--- config.mk ---
export PLATFORM = sky130hd
export DESIGN_NAME = ajuste_hora_alarma
export DESIGN_NICKNAME = d
export VERILOG_FILES = /design/src/rtl/ajuste_hora_alarma.sv
export SDC_FILE = /design/constraint.sdc
export NUM_CORES = 1
export LEC_CHECK = 0
export ABC_CLOCK_PERIOD_IN_PS = 3720
export BUFFER_PORTS_ARGS = -buffer_cell sky130_fd_sc_hd__buf_4
export CAP_MARGIN = 40
export CELL_PAD_IN_SITES_DETAIL_PLACEMENT = 1
export CELL_PAD_IN_SITES_GLOBAL_PLACEMENT = 1
export CORE_UTILIZATION = 47
export CTS_CLUSTER_SIZE = 28
export DETAILED_ROUTE_END_ITERATION = 7
export GPL_ROUTABILITY_DRIVEN = 0
export PLACE_DENSITY = 0.84
export SYNTH_ARGS = -nofsm -noshare
export SYNTH_HDL_FRONTEND = slang
export SYNTH_SLANG_ARGS = --single-unit
--- constraint.sdc ---
create_clock -name clk -period 3.72 [get_ports clk]
set_input_delay 0 -clock clk [delete_from_list [all_inputs] [get_ports clk]]
set_output_delay 0 -clock clk [all_outputs]
set_load 0.01 [all_outputs]
--- src/rtl/ajuste_hora_alarma.sv ---
`timescale 1ns/1ps
// -----------------------------------------------------------------------------
// ajuste_hora_alarma_rep
//   Push-button step generator with hold-to-repeat. A press gives one step in
//   the cycle the button rises. Holding it gives another step REPEAT_DELAY
//   cycles after the press, then one step every REPEAT_RATE cycles. Releasing
//   the button clears the count at once.
//
//   A button that is already held when reset is released is locked out. It
//   must be seen low once before a press is accepted again.
//
// Ports
//   clk     in  system clock, rising edge
//   reset   in  asynchronous, active-high reset
//   i_btn   in  conditioned button level, active-high
//   o_rise  out button rising edge, used to silence the alarm
//   o_step  out one-cycle increment request (edge or auto-repeat)
// -----------------------------------------------------------------------------
module ajuste_hora_alarma_rep #(
    parameter int unsigned REPEAT_DELAY = 32'd50000000,
    parameter int unsigned REPEAT_RATE  = 32'd10000000
) (
    input  logic clk,
    input  logic reset,
    input  logic i_btn,
    output logic o_rise,
    output logic o_step
);

    // ST_LOCK : after reset, waiting to see the button low
    // ST_IDLE : button released, waiting for a press
    // ST_DELAY: held, counting towards the first repeat
    // ST_REPEAT: held, counting between repeats
    typedef enum logic [1:0] {
        ST_LOCK,
        ST_IDLE,
        ST_DELAY,
        ST_REPEAT
    } rep_state_t;

    rep_state_t  r_state;
    rep_state_t  w_state_nxt;
    logic        r_prev;
    logic [31:0] r_cnt;
    logic [31:0] w_cnt_nxt;
    logic [31:0] w_cnt_inc;

    // The counter holds at all-ones rather than wrapping back to zero.
    assign w_cnt_inc = (r_cnt == 32'hFFFF_FFFF) ? r_cnt : r_cnt + 32'd1;

    // NOTE: clocked state uses non-blocking assignments so that every register
    // samples the values from before the edge, whatever the statement order.
    always_ff @(posedge clk or posedge reset) begin
        if (reset) begin
            r_state <= ST_LOCK;
            r_prev  <= 1'b0;
            r_cnt   <= '0;
        end else begin
            r_state <= w_state_nxt;
            r_prev  <= i_btn;
            r_cnt   <= w_cnt_nxt;
        end
    end

    // r_cnt holds the number of cycles since the press (or since the last
    // repeat), so a step is due when it reaches the programmed interval.
    // NOTE: every output of this block gets a default before the case so that
    // no path leaves a signal unassigned, which would infer a latch.
    always_comb begin
        w_state_nxt = r_state;
        w_cnt_nxt   = '0;
        o_rise      = 1'b0;
        o_step      = 1'b0;
        case (r_state)
            ST_LOCK: begin
                if (!i_btn) begin
                    w_state_nxt = ST_IDLE;
                end
            end
            ST_IDLE: begin
                if (i_btn && !r_prev) begin
                    o_rise      = 1'b1;
                    o_step      = 1'b1;
                    w_cnt_nxt   = 32'd1;
                    w_state_nxt = ST_DELAY;
                end
            end
            ST_DELAY: begin
                if (!i_btn) begin
                    w_state_nxt = ST_IDLE;
                end else if (r_cnt == REPEAT_DELAY) begin
                    o_step      = 1'b1;
                    w_cnt_nxt   = 32'd1;
                    w_state_nxt = ST_REPEAT;
                end else begin
                    w_cnt_nxt = w_cnt_inc;
                end
            end
            ST_REPEAT: begin
                if (!i_btn) begin
                    w_state_nxt = ST_IDLE;
                end else if (r_cnt == REPEAT_RATE) begin
                    o_step    = 1'b1;
                    w_cnt_nxt = 32'd1;
                end else begin
                    w_cnt_nxt = w_cnt_inc;
                end
            end
            default: begin
                w_state_nxt = ST_LOCK;
            end
        endcase
    end

endmodule

// -----------------------------------------------------------------------------
// ajuste_hora_alarma
//   Editing block for the digital clock. It stores the alarm time and lets the
//   user set either the alarm (modo 2) or the running time (modo 1) with the
//   hour and minute buttons. It also rings the alarm when the time matches.
//
// Ports
//   clk           in   system clock, rising edge
//   reset         in   asynchronous, active-high reset
//   modo    [1:0] in   0/3 normal, 1 set time, 2 set alarm
//   btnHora       in   hour button (debounced level)
//   btnMin        in   minute button (debounced level)
//   alarmaEn      in   alarm enable switch
//   minutos [6:0] in   current minute from the time counter
//   horas   [4:0] in   current hour from the time counter
//   minutosAl     out  stored alarm minute
//   horasAl       out  stored alarm hour
//   cargaHora     out  one-cycle load request for the time counter
//   minutosCarga  out  minute value to load
//   horasCarga    out  hour value to load
//   alarma        out  alarm ringing (level)
// -----------------------------------------------------------------------------
module ajuste_hora_alarma #(
    parameter int unsigned REPEAT_DELAY = 32'd50000000,
    parameter int unsigned REPEAT_RATE  = 32'd10000000,
    parameter int unsigned ALARM_RST_H  = 32'd6,
    parameter int unsigned ALARM_RST_M  = 32'd0
) (
    input  logic       clk,
    input  logic       reset,
    input  logic [1:0] modo,
    input  logic       btnHora,
    input  logic       btnMin,
    input  logic       alarmaEn,
    input  logic [6:0] minutos,
    input  logic [4:0] horas,
    output logic [6:0] minutosAl,
    output logic [4:0] horasAl,
    output logic       cargaHora,
    output logic [6:0] minutosCarga,
    output logic [4:0] horasCarga,
    output logic       alarma
);

    localparam logic [1:0] MODO_SET_TIME  = 2'd1;
    localparam logic [1:0] MODO_SET_ALARM = 2'd2;

    // Increment with wrap. Any out-of-range value also goes to 0.
    function automatic logic [6:0] f_inc_min(input logic [6:0] v);
        return (v >= 7'd59) ? 7'd0 : v + 7'd1;
    endfunction

    function automatic logic [4:0] f_inc_hora(input logic [4:0] v);
        return (v >= 5'd23) ? 5'd0 : v + 5'd1;
    endfunction

    logic       w_rise_min;
    logic       w_step_min;
    logic       w_rise_hora;
    logic       w_step_hora;
    logic       w_set_time;
    logic       w_set_alarm;
    logic       w_match;
    logic       w_alarm_set;
    logic       w_alarm_clr;

    logic [6:0] r_min_al;
    logic [4:0] r_hora_al;
    logic       r_carga;
    logic [6:0] r_min_carga;
    logic [4:0] r_hora_carga;
    logic       r_match;
    logic       r_alarma;

    ajuste_hora_alarma_rep #(
        .REPEAT_DELAY (REPEAT_DELAY),
        .REPEAT_RATE  (REPEAT_RATE)
    ) u_rep_min (
        .clk    (clk),
        .reset  (reset),
        .i_btn  (btnMin),
        .o_rise (w_rise_min),
        .o_step (w_step_min)
    );

    ajuste_hora_alarma_rep #(
        .REPEAT_DELAY (REPEAT_DELAY),
        .REPEAT_RATE  (REPEAT_RATE)
    ) u_rep_hora (
        .clk    (clk),
        .reset  (reset),
        .i_btn  (btnHora),
        .o_rise (w_rise_hora),
        .o_step (w_step_hora)
    );

    assign w_set_time  = (modo == MODO_SET_TIME);
    assign w_set_alarm = (modo == MODO_SET_ALARM);

    // The match is blocked while the user edits the running time, so the
    // time being edited cannot ring the alarm.
    assign w_match = alarmaEn && !w_set_time
                  && (minutos == r_min_al) && (horas == r_hora_al);

    assign w_alarm_set = w_match && !r_match;
    assign w_alarm_clr = w_rise_min || w_rise_hora || !alarmaEn
                      || (r_match && !w_match);

    // Alarm time: minutes and hours wrap independently, with no carry.
    always_ff @(posedge clk or posedge reset) begin
        if (reset) begin
            r_min_al  <= 7'(ALARM_RST_M);
            r_hora_al <= 5'(ALARM_RST_H);
        end else if (w_set_alarm) begin
            if (w_step_min) begin
                r_min_al <= f_inc_min(r_min_al);
            end
            if (w_step_hora) begin
                r_hora_al <= f_inc_hora(r_hora_al);
            end
        end
    end

    // Time load. In set-time mode the shadow copy tracks the live time, so
    // the next step increments from what the user is looking at. A load
    // always carries both fields, stepped or not.
    always_ff @(posedge clk or posedge reset) begin
        if (reset) begin
            r_carga      <= 1'b0;
            r_min_carga  <= '0;
            r_hora_carga <= '0;
        end else begin
            r_carga <= w_set_time && (w_step_min || w_step_hora);
            if (w_set_time) begin
                r_min_carga  <= w_step_min  ? f_inc_min(minutos)  : minutos;
                r_hora_carga <= w_step_hora ? f_inc_hora(horas)   : horas;
            end
        end
    end

    // Alarm level. Clear takes priority over set in the same cycle.
    always_ff @(posedge clk or posedge reset) begin
        if (reset) begin
            r_match  <= 1'b0;
            r_alarma <= 1'b0;
        end else begin
            r_match <= w_match;
            if (w_alarm_clr) begin
                r_alarma <= 1'b0;
            end else if (w_alarm_set) begin
                r_alarma <= 1'b1;
            end
        end
    end

    assign minutosAl    = r_min_al;
    assign horasAl      = r_hora_al;
    assign cargaHora    = r_carga;
    assign minutosCarga = r_min_carga;
    assign horasCarga   = r_hora_carga;
    assign alarma       = r_alarma;

endmodule
==> results by group, run 1 <==
Yosys
  • Share of synthesized flip-flops with an asynchronous set or reset: 100%
  • Post-Syn Area per Cell: just under 9 sq um
  • Largest cells by area after synthesis: sky130_fd_sc_hd__dfrtp_1, sky130_fd_sc_hd__xnor2_1, sky130_fd_sc_hd__nor2_1, sky130_fd_sc_hd__ha_1, sky130_fd_sc_hd__nand2_1
  • Synth Instances: about 650
  • Count of synthesis-stage warnings from yosys: 0
  • Sequential element share of the synthesized area: 41.9%
  • Area share of the largest cell type after synthesis: 41.0%
  • Cell accounting for the most synthesized area: sky130_fd_sc_hd__dfrtp_1
  • Leading register cell type out of synthesis: sky130_fd_sc_hd__dfrtp_1
  • #FFs+latches synth: 97
  • Number of enable-type register cells in the synthesized netlist: 0
  • Synthesized net count: 686
  • Number of distinct library cells after synthesis: 55
  • Post-synth design cell area: approximately 5800 sq um

Clocking
  • Clock sinks: 97
  • CTS tree: done
  • Clock slew at the register clock pins of the worst setup and hold paths: around 60 ps
  • Number of buffers created by CTS: 9
  • Insertion delay to the later sink of the worst-skew pair: 350 ps
  • Maximum level of the CTS H-tree: 3
  • Maximum buffer depth of the clock tree: 2
  • CTS root buf: sky130_fd_sc_hd__clkbuf_16

Critical path
  • Launching element type of the critical path: flop
  • Classification of the worst setup path: flop to flop
  • Critical Path Start: u_rep_hora.r_cnt[17]
  • Type of element capturing the critical path: flop
  • Required time of the worst setup path: 4000 ps
  • CP arrival: around 3900 ps
  • Number of cells traversed by the worst register-to-register path: 8
  • Maximum fanout count along the critical path: 11
  • R2r startpoint: u_rep_hora.r_cnt[17]

Die
  • Overall die area: between 10000 and 15000 sq um
  • Initial standard-cell utilization of the core: between 40% and 50%
  • Die Span X: around 110 microns
  • I/O pin cnt: 45
  • Placeable core area: 12000 sq um
  • Standard-cell rows: 40
  • Die boundary height: 113 microns

Timing
  • Slew HR: approximately half
  • Max Clock Freq: roughly 280 MHz
  • Final Skew: 5.32 ps
  • RSZ-0062 raised after global routing: no
  • Min cycle time layout: 3580 ps
  • Crit path setup slack, layout: about 140 ps
  • Worst Tran Pin Value: ~740 ps
  • Setup TNS after final layout: 0 ps
  • Final hold viol count: 0
  • Tcrit/Tclk final: between 90% and 100%
  • Final Slew Violations: 0
  • Endpoints failing setup: 0

GRT
  • Antenna violations before repair: 0
  • Pin count of the biggest net entering global routing: 56
  • Wire length of the first global-routing pass: approximately 28000 microns
  • Total gr overflow: 0
  • All-layer global routing usage: between 20 and 30%
  • Number of global-route vias before repair: 5468

Layout
  • Filler cell count in the final layout: 1374
  • Antenna cell count: 0
  • Most frequent standard cell in the layout excluding fill and tap cells: sky130_fd_sc_hd__dfrtp_1
  • Most used cells in the layout excluding fill and tap cells: sky130_fd_sc_hd__dfrtp_1, sky130_fd_sc_hd__nor2_1, sky130_fd_sc_hd__xnor2_1
  • Final cell area excluding filler cells: between 6000 and 7000 sq um
  • Utilization after layout: around 56%
  • Ratio of cells with drive above 1 in the final layout: between 10% and 20%
  • Net total in the final layout: 734
  • Area added between synthesis and finish: 15.7%

Outcome
  • Outcome: complete, no violations

Route
  • Final ANT Viol Nets: 0
  • First drt pass iteration count: 4
  • Drc violations: 0
  • Vias per inst: slightly above 6
  • Sum of routed wire length over all layers: approximately 17000 microns
  • Starting DRC count in detailed routing: 439
  • WL per Instance: 19.6 microns
  • Total number of vias: between 5k and 6k

Power and ir drop
  • PD cells: about 440 nW/um^2
  • Post-layout power: between 2 and 3 mW
  • Standby leakage power: ~2.6 nW
  • IR drop worst, VDD: between 0.00015 and 0.0002 V

Placement
  • Placed wire-length estimate: ~11000 microns
  • Placement Cell Area: roughly 6300 sq um
  • Worst Setup Slack post-DPL: between 400 and 500 ps
  • Number of input and output port buffers inserted: 44

Flow run
  • Maximum Capacitance Violations: 0

Worst hold path
  • Worst hold-check path type: input port to flop
  • Hold path startpoint: horas[4]
  • Worst hold path depth: 4
[power breakdown]
| part | switching, mW | internal, mW |
|---|---|---|
| logic | 0.494 | 0.341 |
| clock network | 0.382 | 0.484 |
| registers | 0.123 | 1.15 |
[metal layers]
metal	vias up	track usage [%]	wire, microns
met2	124	46.3	8220
li1	2421	-	-
met5	-	0	0
met3	30	3.54	556
met4	0	11.3	394
met1	2662	36.0	7440
[layout make-up]
cell class	count	area (sq um)	share of cell area (%)
inverters	19	73.8	1.10
multi-input cells	502	3180	47.5
repair buffers	68	568	8.48
flip-flops and latches	97	2430	36.3
well taps	147	184	2.74
clock buffers	14	264	3.94
[final timing paths]
check | end | slack, ps
max in group asynchronous | u_rep_hora.r_cnt[15] | 2580
max | horasCarga[3] | 140
min reg2reg | minutosCarga[6] | 540
min | r_match | 50
max reg2reg | horasCarga[3] | 140
min in group asynchronous | minutosCarga[4] | 200
[timing repair]
| action | CTS | global route |
|---|---|---|
| setup endpoints to repair | 0 | 1 |
| hold buffers | 16 | 0 |
| buffers inserted | 0 | 0 |
| gates resized for setup | 0 | 2 |
| endpoints found under the hold margin | 87 | 0 |
[per-stage QoR]
stage               cells  hold WS (ps)
global route          847          80.1
finish                847          50.3
floorplan             649          31.4
global placement      815           175
detailed placement    817         -9.28
CTS                   847          42.5
[worst max-delay path, cell delays in order, from the launching register on]
cell and delay, ps:
sky130_fd_sc_hd__dfrtp_1 420, sky130_fd_sc_hd__or4b_2 670, sky130_fd_sc_hd__or4_1 590, sky130_fd_sc_hd__nor4_2 170
sky130_fd_sc_hd__a211oi_1 80, sky130_fd_sc_hd__buf_2 190, sky130_fd_sc_hd__or4b_2 630, sky130_fd_sc_hd__a31oi_1 190
sky130_fd_sc_hd__dlygate4sd3_1 560
[kinds of logic (layout without fill, tap and decap cells)]
family | count (synthesis) | count (layout) | share of synthesized area (%)
and+or+nand+nor | 329 | 329 | 30.2
AOI/OAI and AO/OA | 82 | 82 | 9.48
DFF | 97 | 97 | 41.9
xor gates and xnor gates | 68 | 68 | 10.3
buffers and inverters | 50 | 101 | 3.37
muxes | 4 | 4 | 0.713
adders and majority gates | 19 | 19 | 4.06
[registers in the layout, indices dropped and copies added (netlist names)]
name / count
u_rep_hora.r_state: 2
r_match: 1
alarma: 1
u_rep_min.r_cnt: 32
cargaHora: 1
minutosCarga: 7
u_rep_min.r_state: 2
horasAl: 5
horasCarga: 5
minutosAl: 7
u_rep_min.r_prev: 1
u_rep_hora.r_cnt: 32
u_rep_hora.r_prev: 1
[synthesized netlist by cell type (3+ instances only)]
master and instances:
sky130_fd_sc_hd__or4_1 9, sky130_fd_sc_hd__nand4b_1 4, sky130_fd_sc_hd__clkbuf_1 28, sky130_fd_sc_hd__xor2_1 16
sky130_fd_sc_hd__inv_1 19, sky130_fd_sc_hd__nor4b_1 7, sky130_fd_sc_hd__o211ai_1 5, sky130_fd_sc_hd__or3b_2 3
sky130_fd_sc_hd__nand3_1 32, sky130_fd_sc_hd__and3_1 10, sky130_fd_sc_hd__nand4_1 28, sky130_fd_sc_hd__nand2b_1 5
sky130_fd_sc_hd__nand3b_1 6, sky130_fd_sc_hd__a21o_1 3, sky130_fd_sc_hd__dfrtp_1 95, sky130_fd_sc_hd__a211oi_1 5
sky130_fd_sc_hd__and4_1 11, sky130_fd_sc_hd__o31ai_1 9, sky130_fd_sc_hd__a31oi_1 8, sky130_fd_sc_hd__o22ai_1 3
sky130_fd_sc_hd__and2_1 6, sky130_fd_sc_hd__nor3_1 25, sky130_fd_sc_hd__nor2_1 92, sky130_fd_sc_hd__nand2_1 47
sky130_fd_sc_hd__nor3b_1 3, sky130_fd_sc_hd__nor4_1 17, sky130_fd_sc_hd__a21oi_1 15, sky130_fd_sc_hd__a211o_1 3
sky130_fd_sc_hd__ha_1 18, sky130_fd_sc_hd__xnor2_1 52, sky130_fd_sc_hd__nor2b_1 6, sky130_fd_sc_hd__or3_1 10
sky130_fd_sc_hd__mux2i_1 3, sky130_fd_sc_hd__o21ai_0 17
(Power assumes the default switching activity.)
==> inputs of run 2 (changes only) <==
--- a/config.mk
+++ b/config.mk
@@ -11,6 +11,7 @@
 export CELL_PAD_IN_SITES_DETAIL_PLACEMENT = 1
 export CELL_PAD_IN_SITES_GLOBAL_PLACEMENT = 1
 export CORE_UTILIZATION = 47
+export CTS_BUF_LIST = sky130_fd_sc_hd__clkbuf_4
 export CTS_CLUSTER_SIZE = 28
 export DETAILED_ROUTE_END_ITERATION = 7
 export GPL_ROUTABILITY_DRIVEN = 0
==> run 2 against run 1 <==
  * Clock power down 43%
  * Sequential share of layout area increased by 0.061 points
  * Clock skew increased by 10 ps
  * First-iteration DRC count increased by 13%
  * Flip-flop and latch count stayed put
  * Combinational power up 4.1%
  * Clock-buffer cell count fell by 2
  * Largest cell class unchanged
  * Critical path depth grew 2
  * Power shrank 11%
  * Largest power group unchanged
  * Routed wire length increased by 5.3%
==> results by group, run 2 (synthesized netlist as in run 1, its figures left out) <==
Placement
  • Placed wire-length estimate: 11300 microns (unchanged)
  • Post-Place Cells: 817 (unchanged)
  • Number of input and output port buffers inserted: 44 (unchanged)
  • Worst Setup Slack post-DPL: 457 ps (unchanged)

Route
  • Starting DRC count in detailed routing: 497 (was 439)
  • First drt pass iteration count: 5 (was 4)
  • Drc violations: 0 (unchanged)
  • Sum of routed wire length over all layers: 17500 microns (was 16600 microns)
  • Total number of vias: 5388 (was 5237)
  • Final ANT Viol Nets: 0 (unchanged)
  • Vias per inst: 6.24 (was 6.18)
  • WL per Instance: 20.3 microns (was 19.6 microns)

Layout
  • Ratio of cells with drive above 1 in the final layout: 12.0% (was 11.3%)
  • Area of the multi-input gates: 3190 sq um (was 3180 sq um)
  • Net total in the final layout: 749 (was 734)
  • Filler cell count in the final layout: 1381 (was 1374)
  • Utilization after layout: 55.7% (was 55.8%)
  • Area added between synthesis and finish: 15.5% (was 15.7%)
  • Largest registers: u_rep_hora.r_cnt (32), u_rep_min.r_cnt (32) (unchanged)
  • Non-filler instance count after layout: 863 (was 847)
  • Most frequent standard cell in the layout excluding fill and tap cells: sky130_fd_sc_hd__dfrtp_1 (unchanged)
  • Most used cells in the layout excluding fill and tap cells: sky130_fd_sc_hd__dfrtp_1, sky130_fd_sc_hd__nor2_1, sky130_fd_sc_hd__buf_4 (was sky130_fd_sc_hd__dfrtp_1, sky130_fd_sc_hd__nor2_1, sky130_fd_sc_hd__xnor2_1)
  • Area of all sequential standard cells: 2430 sq um (unchanged)

Critical path
  • Launching element type of the critical path: flop (unchanged)
  • Type of element capturing the critical path: flop (unchanged)
  • Required time of the worst setup path: 4150 ps (was 4000 ps)
  • Number of cells traversed by the worst register-to-register path: 10 (was 8)
  • Bufs and invs on worst path: 3 (was 2)
  • R2r startpoint: u_rep_min.r_cnt[0] (was u_rep_hora.r_cnt[17])
  • CP top delay family: simple AND/OR/NAND/NOR gates (unchanged)
  • CP arrival: 4050 ps (was 3860 ps)
  • R2R setup slack: 100 ps (was 140 ps)
  • Slowest-stage cell, CP: sky130_fd_sc_hd__dlygate4sd3_1 (was sky130_fd_sc_hd__or4b_2)
  • Maximum fanout count along the critical path: 18 (was 11)
  • Endpoint of the most critical register-to-register path: minutosCarga[0] (was horasCarga[3])
  • Maximum single-stage delay on the critical path: 580 ps (was 670 ps)
  • Cells along the critical path: inv_1, ha_1, nor4bb_1, nand4_1, buf_4, or4_1, a31o_2, or3_1, a31oi_1, dlygate4sd3_1 (was or4b_2, or4_1, nor4_2, a211oi_1, buf_2, or4b_2, a31oi_1, dlygate4sd3_1)
  • Classification of the worst setup path: flop to flop (unchanged)

Clocking
  • CTS tree: done (unchanged)
  • Clock sinks: 97 (unchanged)
  • CTS root buf: sky130_fd_sc_hd__clkbuf_4 (was sky130_fd_sc_hd__clkbuf_16)
  • Maximum level of the CTS H-tree: 3 (unchanged)
  • Insertion delay to the later sink of the worst-skew pair: 480 ps (was 350 ps)
  • Clock slew at the register clock pins of the worst setup and hold paths: 140 ps (was 60 ps)
  • Number of buffers created by CTS: 9 (unchanged)
  • Maximum buffer depth of the clock tree: 2 (unchanged)

GRT
  • Total gr overflow: 0 (unchanged)
  • Number of global-route vias before repair: 5622 (was 5468)
  • Antenna violations before repair: 1 (was 0)
  • Pin count of the biggest net entering global routing: 56 (unchanged)
  • Wire length of the first global-routing pass: 29100 microns (was 27900 microns)
  • All-layer global routing usage: 28.7% (was 27.5%)

Flow run
  • Maximum Capacitance Violations: 0 (unchanged)

Power and ir drop
  • IR drop worst, VDD: 0.000162 V (was 0.000199 V)
  • PD cells: 395 nW/um^2 (was 444 nW/um^2)
  • Standby leakage power: 2.61 nW (was 2.62 nW)

Timing
  • Max Clock Freq: 276 MHz (was 280 MHz)
  • Worst Tran Pin Value: 749 ps (was 741 ps)
  • Final hold viol count: 0 (unchanged)
  • Setup TNS after final layout: 0 ps (unchanged)
  • Final Skew: 15.6 ps (was 5.32 ps)
  • Crit path setup slack, layout: 97.9 ps (was 144 ps)
  • Min cycle time layout: 3620 ps (was 3580 ps)
  • Slew HR: 49.5% (was 50.1%)
  • Post-Route Hold Slack: 40.5 ps (was 50.3 ps)
  • Endpoints failing setup: 0 (unchanged)
  • Tcrit/Tclk final: 97.4% (was 96.1%)
  • Final Slew Violations: 0 (unchanged)

Die
  • Initial standard-cell utilization of the core: 48.2% (unchanged)
  • Die Span X: 113 microns (unchanged)
  • Die boundary height: 113 microns (unchanged)
  • I/O pin cnt: 45 (unchanged)
  • Placeable core area: 12000 sq um (unchanged)
  • Overall die area: 12800 sq um (unchanged)
  • Standard-cell rows: 40 (unchanged)

Worst hold path
  • Worst hold-check path type: input port to async pin (was input port to flop)

Outcome
  • Outcome: complete, no violations (unchanged)
## run 2: changes by cell type in the layout (fill, tap and decap cells not counted), sizes merged
cell and change:
clkbuf -2, diode +1, dlygate4sd3 +12, buf +3, clkinv +2
## run 2: where the power goes
group	internal, mW	switching [mW]	leakage [nW]	total [mW]
Combinational	0.356	0.513	1.26	0.869
Clock	0.150	0.346	0.0584	0.495
Sequential	1.15	0.132	1.28	1.28
Total	1.65	0.991	2.61	2.65
## run 2: layer usage
layer	track usage (%)	vias to the layer above	wire length, microns
li1	-	2448	-
met1	37.4	2768	7740
met2	48.9	143	8740
met3	2.68	29	577
met4	12.0	0	433
met5	0	-	0
## run 2: worst max-delay path by stage
stage	start	endpoint	slack (ps)	cells after the start
floorplan	u_rep_min.r_cnt[14]	minutosCarga[4]	950	7
global placement	u_rep_min.r_cnt[0]	minutosCarga[4]	740	8
detailed placement	u_rep_min.r_cnt[0]	minutosCarga[4]	460	8
CTS	u_rep_min.r_cnt[0]	minutosCarga[0]	60	9
global route	u_rep_min.r_cnt[0]	minutosCarga[0]	-60	10
finish	u_rep_min.r_cnt[0]	minutosCarga[0]	100	10
## run 2: area by class of cell
type,instances,area share (%)
flip-flops and latches,97,36.3
repair buffers,83,10.6
multi-input cells,502,47.7
well taps,147,2.75
inverters,19,1.10
clock buffers,12,1.35
diodes,1,0.0374
clock inverters,2,0.112
## run 2: metrics by stage
stage / power, mW / instance area (sq um)
after floorplan: 1.79 / 5790
after global placement: 2.03 / 6230
after detailed placement: 2.09 / 6260
after CTS: 2.62 / 6640
after global routing: 2.79 / 6690
final: 2.65 / 6690
## run 2: worst reg2reg max path, stage by stage, from the launching register on
cell                            delay [ps]
sky130_fd_sc_hd__dfrtp_1               450
sky130_fd_sc_hd__inv_1                  80
sky130_fd_sc_hd__ha_1                  170
sky130_fd_sc_hd__nor4bb_1              400
sky130_fd_sc_hd__nand4_1               160
sky130_fd_sc_hd__buf_4                 190
sky130_fd_sc_hd__or4_1                 530
sky130_fd_sc_hd__a31o_2                400
sky130_fd_sc_hd__or3_1                 410
sky130_fd_sc_hd__a31oi_1               230
sky130_fd_sc_hd__dlygate4sd3_1         580
## run 2: repair_timing
action                                  CTS  global route
endpoints found under the setup margin    0             3
endpoints found under the hold margin    92             0
gates resized for setup                   0             5
setup buffers                             0             3
hold buffers                             28             0
